## config.mk

```make
export PLATFORM = sky130hd
export DESIGN_NAME = isr_fetch_ctrl
export DESIGN_NICKNAME = d
export VERILOG_FILES = /design/src/rtl/isr_fetch_ctrl.sv
export SDC_FILE = /design/constraint.sdc
export NUM_CORES = 1
export LEC_CHECK = 0
export CELL_PAD_IN_SITES_DETAIL_PLACEMENT = 2
export CELL_PAD_IN_SITES_GLOBAL_PLACEMENT = 2
export CORE_AREA = 3 3 53 104
export DETAILED_ROUTE_END_ITERATION = 8
export DIE_AREA = 0 0 56 107
export PLACE_DENSITY_LB_ADDON = 0.1
export SKIP_CTS_REPAIR_TIMING = 1
export SLEW_MARGIN = 10
export SYNTH_ARGS = -nofsm -noshare
export SYNTH_HDL_FRONTEND = slang
export SYNTH_SLANG_ARGS = --single-unit
```

## constraint.sdc

```tcl
create_clock -name clk -period 1.8 [get_ports clk]
set_input_delay 0.54 -clock clk [delete_from_list [all_inputs] [get_ports clk]]
set_output_delay 0.54 -clock clk [all_outputs]
set_load 0.005 [all_outputs]
```

## src/rtl/isr_fetch_ctrl.sv

```systemverilog
// Interrupt fetch sequencer: steers instruction fetch between main ROM and ISR ROM.
// Optional macro ISR_PENDING_EN latches request edges that arrive while entry is blocked.
`ifndef PC_ADDR_BITS
`define PC_ADDR_BITS 16
`endif

module isr_fetch_ctrl #(
  parameter logic [`PC_ADDR_BITS-1:0] ISR_BASE       = '0,
  parameter int                       HOLDOFF_CYCLES = 2,
  parameter int                       HOLDOFF_W      = 4
) (
  input  logic                     clk,
  input  logic                     nrst,
  input  logic                     stall,
  input  logic                     int_en,
  input  logic                     int_req,
  input  logic                     mret,
  input  logic [`PC_ADDR_BITS-1:0] pc_resume,
  output logic                     sel_ISR,
  output logic                     redirect,
  output logic [`PC_ADDR_BITS-1:0] redirect_pc,
  output logic                     int_ack,
  output logic                     in_isr
);

  localparam logic [1:0] ST_MAIN   = 2'd0;
  localparam logic [1:0] ST_ENTER  = 2'd1;
  localparam logic [1:0] ST_ISR    = 2'd2;
  localparam logic [1:0] ST_RETURN = 2'd3;

  logic [1:0]               state;
  logic [`PC_ADDR_BITS-1:0] saved_pc;
  logic [HOLDOFF_W-1:0]     holdoff_cnt;
  logic                     ack_q;
  logic                     req_eff;
  logic                     take;

`ifdef ISR_PENDING_EN
  logic int_req_q;
  logic pending;

  // Edges seen while entry is impossible are remembered until acknowledged.
  always_ff @(posedge clk or negedge nrst) begin
    if (!nrst) begin
      int_req_q <= 1'b0;
      pending   <= 1'b0;
    end else begin
      int_req_q <= int_req;
      if (ack_q)
        pending <= 1'b0;
      else if (int_req && !int_req_q && ((state != ST_MAIN) || (holdoff_cnt != '0)))
        pending <= 1'b1;
    end
  end

  assign req_eff = int_req | pending;
`else
  assign req_eff = int_req;
`endif

  always_comb begin
    take = 1'b0;
    if ((state == ST_MAIN) && int_en && req_eff && (holdoff_cnt == '0) && !stall)
      take = 1'b1;
  end

  always_ff @(posedge clk or negedge nrst) begin
    if (!nrst) begin
      state       <= ST_MAIN;
      saved_pc    <= '0;
      holdoff_cnt <= '0;
      ack_q       <= 1'b0;
    end else begin
      ack_q <= take;
      case (state)
        ST_MAIN: begin
          if (holdoff_cnt != '0)
            holdoff_cnt <= holdoff_cnt - 1'b1;
          if (take) begin
            saved_pc <= {pc_resume[`PC_ADDR_BITS-1:1], 1'b0};
            state    <= ST_ENTER;
          end
        end
        ST_ENTER: begin
          if (!stall)
            state <= ST_ISR;
        end
        ST_ISR: begin
          if (mret && !stall)
            state <= ST_RETURN;
        end
        default: begin
          if (!stall) begin
            holdoff_cnt <= HOLDOFF_W'(HOLDOFF_CYCLES);
            state       <= ST_MAIN;
          end
        end
      endcase
    end
  end

  // Outputs decode only registered state so no input reaches an output combinationally.
  always_comb begin
    sel_ISR     = (state == ST_ENTER) || (state == ST_ISR);
    in_isr      = (state == ST_ENTER) || (state == ST_ISR);
    redirect    = (state == ST_ENTER) || (state == ST_RETURN);
    int_ack     = ack_q;
    redirect_pc = '0;
    if (state == ST_ENTER)
      redirect_pc = ISR_BASE;
    else if (state == ST_RETURN)
      redirect_pc = saved_pc;
  end

endmodule

```

==> impl_metrics.toml, run 1 <==
[drt]
via_count = 973
route.detailed.wl_per_inst_um = 16.9
via_per_inst = 4.42
detailedRoute.firstIterationViolations = 12
postRouteAntennaNets = 0
drcViolationCount = 0
routed_wl_um = 3720
drt_first_pass_iters = 3

[floorplanning]
core-area_sq_mm = 0.00486
floorplan.die.width_um = 56
top_level_ports = 42
starting_density_pct = 24.2
core.rowCount = 36
die_height_um = 107
fp.dieArea_sq_mm = 0.00599

[placed_design]
port_buffers = 39
dp_hpwl_um = 2710
gp_congestion = 0.758
placement.setup.worst_slack_ns = -0.355

[timing]
fin_worst_skew_ns = 0.00238
hold-worst-slack_ns = 0.511
maxSlewViolCount = 0
period_needed_ns = 2.18
timing.final.crit_share_pct = 121
setup_repair_after_global_routing_missed_its_margin = "yes"
setup_viol = 35
timing.setup.tns_ns = -8.17
finalHoldViolations = 0
fmax_mhz = 458
final.setup.worst_slack_ns = -0.385

[setup_path]
worst-setup-path-type = "reg2out"
timing.critical_path.from_type = "register"
cp_data_required_time_ns = 1.26
critical-path-top-cell-by-count = "buf_6"
worstSetupEndpointType = "output pin"
worst-path-buf-inv = 5
crit_path_max_incr_delay_ns = 0.44
crit_slowest_cell = "dfrtp_1"
worstPathCellList = "inv_2, ha_4, nor2b_4, buf_6, buf_6, buf_6, and2_4, buf_6"
critical_path.max_fanout = 6
worst_ep_arrival_time_ns = 1.64
critical-path-top-delay-family = "buffers and inverters"

[global_route]
grt_pass1_vias = 1117
groute.usage.overall_pct = 12.4
global_route_wire_length_before_repair_um = 5700
global_route.usage.met1_pct = 11.6
grt_antenna_before_repair = 0
grtUsageMet3_pct = 1.45
top_usage_layer = "met2"
gr-total-overflow = 0
groute.layer.met2.usage_pct = 25.4
grt_max_degree = 23

[synth]
number_of_synthesized_register_bits = 22
average_size_of_a_mapped_cell_sq_um = 12.4
yosysMostFrequentCell = "dfrtp_1"
number_of_enable_type_register_cells_in_the_synthesized_netlist = 0
yosys_warns = 0
ys_top_cells_by_area = "dfrtp_1 47%, mux2_4 13%, and2_1 8.0%, mux2_2 5.7%, ha_1 5.3%"
distinct_cell_type_count_of_the_synthesized_netlist = 28
syn-cell-area_sq_mm = 0.00118
syn-instance-count = 95
top_cell_type_by_total_area_after_synthesis = "dfrtp_1"
synth.cells.most_frequent = "22 x dfrtp_1, 15 x and2_1, 10 x mux2_4"
async_reset_ff_share_pct = 100
post-synth-top-area-fraction_pct = 46.8
syn_nets = 122
seq_area_frac_synth_pct = 46.8
post_synth_top_flop = "dfrtp_1"

[power]
ir_worst_vdd_v = 0.000705
p_leak_nw = 0.961
powerDensity_mw_per_mm2 = 1480

[cts]
htree_levels = 1
cts_sinks = 22
cell_chosen_for_the_clock_root = "clkbuf_8"
cts_tree = "built"
cts-root-to-sink-buffers = 2
cts_made_buffers = 3
clkTransAtPathRegs_ns = 0.08
clkLatencyLatePin_ns = 0.27

[status]
status = "finished with violations"
violations = "negative setup slack"

[worst_hold_path]
kind_of_path_behind_the_tightest_hold_check = "reg2reg"

[cells_and_area]
drive_above_1_share_pct = 56.4
n_antenna_cell = 0
num-nets-final = 191
flow.area_growth_from_synthesis_pct = 72.4

[run]
cap_viol_max_count = 0
## final cells by class
| class | instances | area, sq um |
|---|---|---|
| fillers | 521 | 2840 |
| repair buffers | 69 | 664 |
| multi-input cells | 62 | 663 |
| flip-flops and latches | 22 | 552 |
| well taps | 57 | 71.3 |
| clock buffers | 4 | 55.1 |
| inverters | 6 | 22.5 |
## final timing paths
path | startpoint | to | slack, ns | cells after the start
max in group asynchronous | nrst | state[0] | 0.92 | 2
min reg2reg | saved_pc[8] | saved_pc[8] | 0.51 | 1
max | state[1] | redirect_pc[3] | -0.38 | 8
max reg2reg | state[1] | saved_pc[12] | -0.23 | 8
min | saved_pc[8] | saved_pc[8] | 0.51 | 1
min in group asynchronous | nrst | saved_pc[14] | 0.63 | 2
## placed cells by master (no fill, tap or decap), types with 3 or more instances in the layout
cell type / netlist / final
o21ai_0: 5 / 5
buf_4: 2 / 17
clkbuf_2: 0 / 6
clkbuf_8: 0 / 4
buf_6: 1 / 21
a21oi_1: 3 / 3
and2_4: 0 / 10
dfrtp_1: 22 / 21
and2_1: 15 / 5
ha_4: 0 / 3
mux2_4: 10 / 16
inv_1: 6 / 4
clkdlybuf4s50_1: 0 / 21
## flip-flops by register name, indices dropped and copies added (netlist names)
| name | flops |
|---|---|
| int_ack | 1 |
| saved_pc | 15 |
| state | 2 |
| holdoff_cnt | 4 |
## per-stage QoR
| stage | power (mW) | utilization (%) | instance area [sq um] | std cells |
|---|---|---|---|---|
| after floorplan | 1.56 | - | 1190 | 95 |
| after global placement | 2.17 | 35.8 | 1740 | 205 |
| after detailed placement | 2.26 | 35.8 | 1740 | 205 |
| after CTS | 2.65 | 37.0 | 1800 | 209 |
| after global routing | 3.25 | 41.7 | 2030 | 220 |
| final | 3.01 | 41.7 | 2030 | 220 |
## where the power goes
group / switching, mW / leakage, nW / total [mW] / internal (mW)
logic: 0.657 / 0.642 / 1.78 / 1.12
registers: 0.146 / 0.291 / 0.861 / 0.715
clock network: 0.174 / 0.0288 / 0.369 / 0.195
total: 0.977 / 0.961 / 3.01 / 2.03
## worst register-to-register path, stage by stage (launching register included)
cell      delay [ns]
dfrtp_1         0.44
inv_2           0.11
buf_4           0.11
buf_6           0.09
ha_4            0.13
and4bb_1        0.22
and4b_4         0.35
buf_8           0.17
mux2_4          0.31
## kinds of logic (layout without fill, tap and decap cells)
| group | count (synthesis) | count (layout) | share of synthesized area, % |
|---|---|---|---|
| simple gates | 27 | 27 | 14.9 |
| flops | 22 | 22 | 46.8 |
| mux | 17 | 17 | 19.4 |
| compound gates | 12 | 12 | 7.13 |
| buf+inv | 11 | 79 | 6.17 |
| fa+ha+maj | 5 | 5 | 5.32 |
| other cells | 1 | 1 | 0.319 |
## routing by layer
layer / vias to the layer above / part of all wire (%)
met3: 5 / 3.2
met2: 27 / 61
met1: 490 / 34
li1: 451 / -
met5: - / 0
met4: 0 / 2.0
(Power assumes the default switching activity.)
==> inputs of run 2 (changes only) <==
--- a/config.mk
+++ b/config.mk
@@ -5,12 +5,14 @@
 export SDC_FILE = /design/constraint.sdc
 export NUM_CORES = 1
 export LEC_CHECK = 0
+export ABC_CLOCK_PERIOD_IN_PS = 1800
 export CELL_PAD_IN_SITES_DETAIL_PLACEMENT = 2
 export CELL_PAD_IN_SITES_GLOBAL_PLACEMENT = 2
 export CORE_AREA = 3 3 53 104
 export DETAILED_ROUTE_END_ITERATION = 8
 export DIE_AREA = 0 0 56 107
-export PLACE_DENSITY_LB_ADDON = 0.1
+export MAX_ROUTING_LAYER = met4
+export PLACE_DENSITY_LB_ADDON = 0.25
 export SKIP_CTS_REPAIR_TIMING = 1
 export SLEW_MARGIN = 10
 export SYNTH_ARGS = -nofsm -noshare
==> run 2 against run 1 <==
Net effect: the run still ends with negative setup slack left; clock-buffer cell count stayed put; cell count is 1.4% lower; global-route usage is 0.45 points lower; wire length is 3.1% lower; critical endpoint is now redirect_pc[4]; largest cell class is now multi-input combinational cells.
==> impl_metrics.toml, run 2 (synthesized netlist as in run 1, its figures left out) <==
[global_route]
gr-total-overflow = 0
grt_antenna_before_repair = 0
groute.usage.overall_pct = 11.9
grt_max_degree = 23
grt_pass1_vias = 1057
global_route_wire_length_before_repair_um = 5330

[timing]
finalHoldViolations = 0
period_needed_ns = 2.17
maxSlewViolCount = 0
timing.final.crit_share_pct = 121
fmax_mhz = 460
fin_worst_skew_ns = 0.00289
final.setup.worst_slack_ns = -0.373
timing.setup.tns_ns = -6.00
setup_viol = 33
setup_repair_after_global_routing_missed_its_margin = "yes"

[placed_design]
placement.setup.worst_slack_ns = -0.356
dp_hpwl_um = 2580
gp_congestion = 0.754
port_buffers = 39

[drt]
routed_wl_um = 3610
via_count = 961
drt_first_pass_iters = 2
detailedRoute.firstIterationViolations = 26
route.detailed.wl_per_inst_um = 16.6
via_per_inst = 4.43
postRouteAntennaNets = 0
drcViolationCount = 0

[floorplanning]
top_level_ports = 42
fp.dieArea_sq_mm = 0.00599
core.rowCount = 36
core-area_sq_mm = 0.00486
starting_density_pct = 24.2
die_height_um = 107
floorplan.die.width_um = 56

[cts]
cts-root-to-sink-buffers = 2
cell_chosen_for_the_clock_root = "clkbuf_8"
cts_sinks = 22
clkLatencyLatePin_ns = 0.26
htree_levels = 1
cts_tree = "built"
clkTransAtPathRegs_ns = 0.07
cts_made_buffers = 3

[cells_and_area]
layout.core_utilization_pct = 39.4
layout.filler_cells = 518
layout_commonest_cell = "dfrtp_1"
max_flop_register = "saved_pc"
num-nets-final = 188
drive_above_1_share_pct = 49.4
largestRegisters = "saved_pc (15), holdoff_cnt (4), state (2)"
layout_common_cells = "22 x dfrtp_1, 21 x clkdlybuf4s50_1, 16 x mux2_4, 16 x buf_4"
n_antenna_cell = 0
flow.area_growth_from_synthesis_pct = 62.9
largest_register_ff_count = 15

[setup_path]
cell_depth_of_the_worst_flop_to_flop_path = 7
worstSetupEndpointType = "output pin"
regToRegSetupSlack_ns = -0.12
cp_data_required_time_ns = 1.26
worst_ep_arrival_time_ns = 1.63
worst-setup-path-type = "reg2out"
timing.critical_path.from_type = "register"
critical_path.max_fanout = 5

[status]
violations = "negative setup slack"
status = "finished with violations"

[power]
powerDensity_mw_per_mm2 = 1490
p_leak_nw = 0.941
ir_worst_vdd_v = 0.000860

[worst_hold_path]
whs_path_depth = 1
kind_of_path_behind_the_tightest_hold_check = "reg2reg"

[run]
cap_viol_max_count = 0
-- run 2: final timing paths --
check,start,endpoint
setup / recovery,state[1],redirect_pc[4]
hold / removal,saved_pc[14],saved_pc[14]
setup reg to reg,state[0],saved_pc[2]
hold reg to reg,saved_pc[14],saved_pc[14]
max in group asynchronous,nrst,saved_pc[9]
min in group asynchronous,nrst,saved_pc[12]
-- run 2: power breakdown --
part,switching [mW],internal (mW)
Combinational,0.629,1.03
Sequential,0.133,0.713
Clock,0.158,0.195
-- run 2: layout make-up --
type                            instances  area, sq um  share of cell area [%]
Inverter                                6         25.0                    1.31
Timing Repair Buffer                   66          599                    31.3
Clock buffer                            4         55.1                    2.87
Tap cell                               57         71.3                    3.72
Multi-Input combinational cell         62          614                    32.1
Sequential cell                        22          551                    28.7
-- run 2: through the flow --
stage | power (mW) | hold slack, ns | cells | instance area (sq um)
floorplan | 1.56 | 0.244 | 95 | 1190
global placement | 2.15 | 0.481 | 204 | 1750
detailed placement | 2.25 | 0.488 | 204 | 1750
CTS | 2.63 | 0.511 | 208 | 1800
global route | 3.10 | 0.533 | 217 | 1920
finish | 2.86 | 0.511 | 217 | 1920
-- run 2: routing by layer --
metal | share of wire, % | vias to the layer above | global-route usage [%]
met5 | 0 | - | -
met4 | 2.0 | 0 | 6.11
met3 | 4.0 | 5 | 2.05
met2 | 60 | 32 | 22.5
met1 | 34 | 476 | 11.2
li1 | - | 448 | -
-- run 2: critical path, cell delays in order, from the launching register on --
cell and delay, ns:
dfrtp_1 0.41, ha_2 0.20, nor2b_4 0.13, buf_4 0.13, buf_6 0.12, buf_6 0.12
and2_1 0.15, clkbuf_2 0.11
==> edit 1, RTL diff (flow settings as in run 2) <==
Build with the macro `ISR_PENDING_EN` defined.
--- a/src/rtl/isr_fetch_ctrl.sv
+++ b/src/rtl/isr_fetch_ctrl.sv
@@ -2,2 +2,4 @@
 // Optional macro ISR_PENDING_EN latches request edges that arrive while entry is blocked.
+`define ISR_PENDING_EN
+
 `ifndef PC_ADDR_BITS
Function: changed (a bounded check fails within 10 cycles, from zero or initial values and one cycle with nrst low).
==> edit 1 against run 2 <==
  * The flow still finishes with violations (negative setup slack)
  * Sequential cell count up 2
  * Die area did not move
  * Worst setup slack better by 0.020 ns
  * Routed wire length up 9.1%
  * Combinational power grew 5%
  * Total power is 3.7% higher
  * Final area up 9.7%
  * Synthesized area is 3.1% higher
==> edit 1: results (changes against run 2) <==
outcome finished, violations left; failing checks negative setup slack; min-delay src int_ack$_DFF_PN0_; GR Util met2 25.0% (+2.4 points); Adder-Cell Fraction of Synth Area 5.16% (-0.16 points); CTS Buf Count 3 (unchanged); Worst Setup Slack, final -0.353 ns (+0.0200 ns); Psw 985 µW (+7.1%); DR WL/cell 17.3 µm (+3.8%); Post-Synthesis Net Count 129 (+5.7%); FF-to-FF Start state[1]$_DFFE_PN0P_; worst r2r path cells 8 (+1); pwr dens 1410 mW/mm² (-5.5%); RePlAce Congestion 0.710 (-5.9%); Placed Instance Area 0.00179 mm² (+2.6%); Leak 0.988 nW (+5.1%); M1 WL 1330 µm (+8.4%); share of cells above drive strength 1 54.4% (+5.0 points); Top Usage Layer GRT met2; Seq/Total Area, Yosys 49.5% (+2.7 points); Reg-to-Reg End saved_pc[15]$_DFFE_PN0P_; fill cell count 516 (-0.39%); Skew-Pair Late Insertion Delay 0.27 ns; Detailed Place HPWL 2730 µm (+5.8%); WL met2 2360 µm (+8.8%); setup violators final 34 (+3.0%); met3 usage 1.69% (-0.36 points); gr usage total 12.6% (+0.64 points); max incr delay on CP 0.42 ns; Vias 1033 (+7.5%); I/O Buffers 39 (unchanged); Area contributors post-synth dfrtp_1 50%, mux2_2 14%, and2_1 7.7%; synth cell count leaders 24 x dfrtp_1, 15 x and2_1, 15 x mux2_2; Clock Skews 0.00412 ns (+0.00123 ns); WHS Endpoint pending$_DFFE_PN0P_; hold path depth 1 (unchanged); largest net degree at the start of global routing 25 (+8.7%); routed wire length 3940 µm (+9.1%); metal3 WL 143 µm (-2.1%); CP arrival 1.61 ns (-0.02 ns); DR iter-0 viols 7 (-73%); H-tree level count 1 (unchanged); crit-path max FO 7 (+2); vias in the first global route 1228 (+16%); mux contribution to synthesized area 16.0% (-3.4 points); worst hold slack 0.454 ns (-0.0564 ns); Place WS -0.382 ns (-0.0263 ns); worst vdd ir 0.792 mV (-7.9%); clock network fraction of design power 12.5%; Final Net Count 199 (+5.9%); post-route setup TNS -6.15 ns (-0.149 ns); cell count after synthesis 102 (+7.4%); GRT met1 Usage 11.5% (+0.33 points); first-pass GRT wire length 5740 µm (+7.6%); Root Driver clkbuf_8; length of the first detailed-routing pass in iterations 3 (+1)
edit 1: worst max path at each step:
stage	from	endpoint	slack (ns)	cells past startpoint
global route	state[1]$_DFFE_PN0P_	redirect_pc[5]	-0.42	7
CTS	state[1]$_DFFE_PN0P_	redirect_pc[5]	-0.71	6
detailed placement	state[1]$_DFFE_PN0P_	redirect_pc[4]	-0.38	6
finish	state[1]$_DFFE_PN0P_	redirect_pc[5]	-0.35	7
global placement	state[1]$_DFFE_PN0P_	redirect_pc[5]	-0.34	6
floorplan	state[1]$_DFFE_PN0P_	saved_pc[10]$_DFFE_PN0P_	0.02	7
edit 1: cell type report:
type,instances,area [µm²],area share (%)
inverters,7,26.3,1.25
repair buffers,70,666,31.7
well taps,57,71.3,3.39
clock buffers,4,55.1,2.62
multi-input cells,66,682,32.4
flip-flops and latches,24,602,28.6
==> edit 2, RTL diff (config.mk and constraints of run 2) <==
Without the edit above. Register the output `redirect_pc`, without a reset; this adds one clock of latency there. The other outputs are not delayed to match.
--- a/src/rtl/isr_fetch_ctrl.sv
+++ b/src/rtl/isr_fetch_ctrl.sv
@@ -29,2 +29,4 @@
   localparam logic [1:0] ST_RETURN = 2'd3;
+
+  logic [`PC_ADDR_BITS-1:0] redirect_pc_d;
 
@@ -107,7 +109,11 @@
     int_ack     = ack_q;
-    redirect_pc = '0;
+    redirect_pc_d = '0;
     if (state == ST_ENTER)
-      redirect_pc = ISR_BASE;
+      redirect_pc_d = ISR_BASE;
     else if (state == ST_RETURN)
-      redirect_pc = saved_pc;
+      redirect_pc_d = saved_pc;
+  end
+
+  always_ff @(posedge clk) begin
+    redirect_pc <= redirect_pc_d;
   end
Check against the original RTL: not equivalent (Yosys sat finds a counterexample within 4 cycles, from zero or initial values and one cycle with nrst low).
==> edit 2 against run 2 <==
  * The run still ends with negative setup slack left
  * Combinational power fell by 31%
  * Global-route usage is 1.7 points higher
  * Non-clock buffer count fell by 15
  * Final area grew 14%
  * Total power rose by 5.4%
  * Routed wire length is 2.7% higher
  * Worst setup slack improved by 0.32 ns
  * Fmax increased by 18%
  * Sequential cell count rose by 15
  * Synthesized area increased by 28%
  * Highest routed layer unchanged
  * Clock skew grew 0.0021 ns
  * Clock power is 110% higher
  * Critical path depth shrank 3
  * Final cell count grew 4.1%
==> edit 2: results (changes against run 2) <==
Area contributors post-synth dfrtp_1 37%, dfxtp_1 20%, mux2_4 9.0%; Seq/Total Area, Yosys 56.5% (+9.7 points); length of the first detailed-routing pass in iterations 4 (+2); failing checks negative setup slack; GRT met1 Usage 13.5% (+2.3 points); met3 usage 2.77% (+0.72 points); vias in the first global route 1196 (+13%); Clock Skews 0.00498 ns (+0.00210 ns); max incr delay on CP 0.43 ns (+0.02 ns); WL met2 2180 µm (+0.55%); worst vdd ir 0.959 mV (+11%); Skew-Pair Late Insertion Delay 0.28 ns (+0.02 ns); Reg-to-Reg End saved_pc[3]$_DFFE_PN0P_; setup violators final 3 (-91%); CP max stage cell dfrtp_2; fraction of area in multi-input gates 28.5% (-3.6 points); outcome finished, violations left; Vias 1047 (+8.9%); Leak 0.965 nW (+2.6%); NonClk Buf Share 22.2% (-9.0 points); metal3 WL 152 µm (+4.1%); WHS Endpoint redirect_pc[15]$_SDFF_PP0_; M1 WL 1290 µm (+5.2%); DR WL/cell 16.4 µm (-1.3%); CLK BUF 6 (+2); Post-Synthesis Net Count 142 (+16%); first-pass GRT wire length 6120 µm (+15%); RePlAce Congestion 0.718 (-4.8%); Seq/total area 39.2% (+10 points); GR Util met2 25.5% (+2.9 points); biggest regs redirect_pc: 15 flops, saved_pc: 15 flops, holdoff_cnt: 4 flops; post-route setup TNS -0.0683 ns (+5.93 ns); worst hold slack 0.483 ns (-0.0277 ns); Worst Setup Slack, final -0.0491 ns (+0.324 ns); Detailed Place HPWL 2740 µm (+5.9%); Async SR Flop Fraction 59.5% (-41 points)
[edit 2: critical path, delay by kind of cell, from the launching register on]
family	cells	cell delay (ns)
flops	1	0.43
simple gates	1	0.21
buf+inv	2	0.24
fa+ha+maj	1	0.15
[edit 2: worst max path at each step]
stage | start | to | slack [ns] | cells after the start
4_1_cts | state[0]$_DFFE_PN0P_ | redirect | -0.47 | 3
3_5_place_dp | stall | saved_pc[3]$_DFFE_PN0P_ | -0.33 | 4
5_1_grt | state[0]$_DFFE_PN0P_ | redirect | -0.09 | 4
3_3_place_gp | stall | saved_pc[5]$_DFFE_PN0P_ | -0.24 | 4
2_1_floorplan | state[0]$_DFFE_PN0P_ | saved_pc[10]$_DFFE_PN0P_ | 0.02 | 7
6_report | state[0]$_DFFE_PN0P_ | redirect | -0.05 | 4
[edit 2: power breakdown]
part / internal (mW) / switching, mW / leakage [nW]
clock network: 0.451 / 0.300 / 0.0574
registers: 0.995 / 0.125 / 0.410
logic: 0.653 / 0.490 / 0.498
total: 2.10 / 0.915 / 0.965
[edit 2: logic make-up after synthesis]
kind of cell	count (synthesis)	share of synthesized area [%]
AOI/OAI and AO/OA	16	6.73
adders and majority gates	6	4.99
buffers and inverters	11	4.82
DFF	37	56.5
muxes	16	14.1
other	1	0.249
and+or+nand+nor	27	12.6
[edit 2: stage by stage]
step / util (%) / instance area [µm²] / instances / setup WS (ns) / power (mW)
2_1_floorplan: - / 1510 / 114 / 0.0198 / 1.67
3_5_place_dp: 40.6 / 1980 / 213 / -0.332 / 2.16
3_3_place_gp: 40.6 / 1980 / 213 / -0.241 / 2.08
6_report: 44.8 / 2180 / 226 / -0.0491 / 3.01
4_1_cts: 43.1 / 2100 / 221 / -0.470 / 2.94
5_1_grt: 44.8 / 2180 / 226 / -0.0925 / 3.25
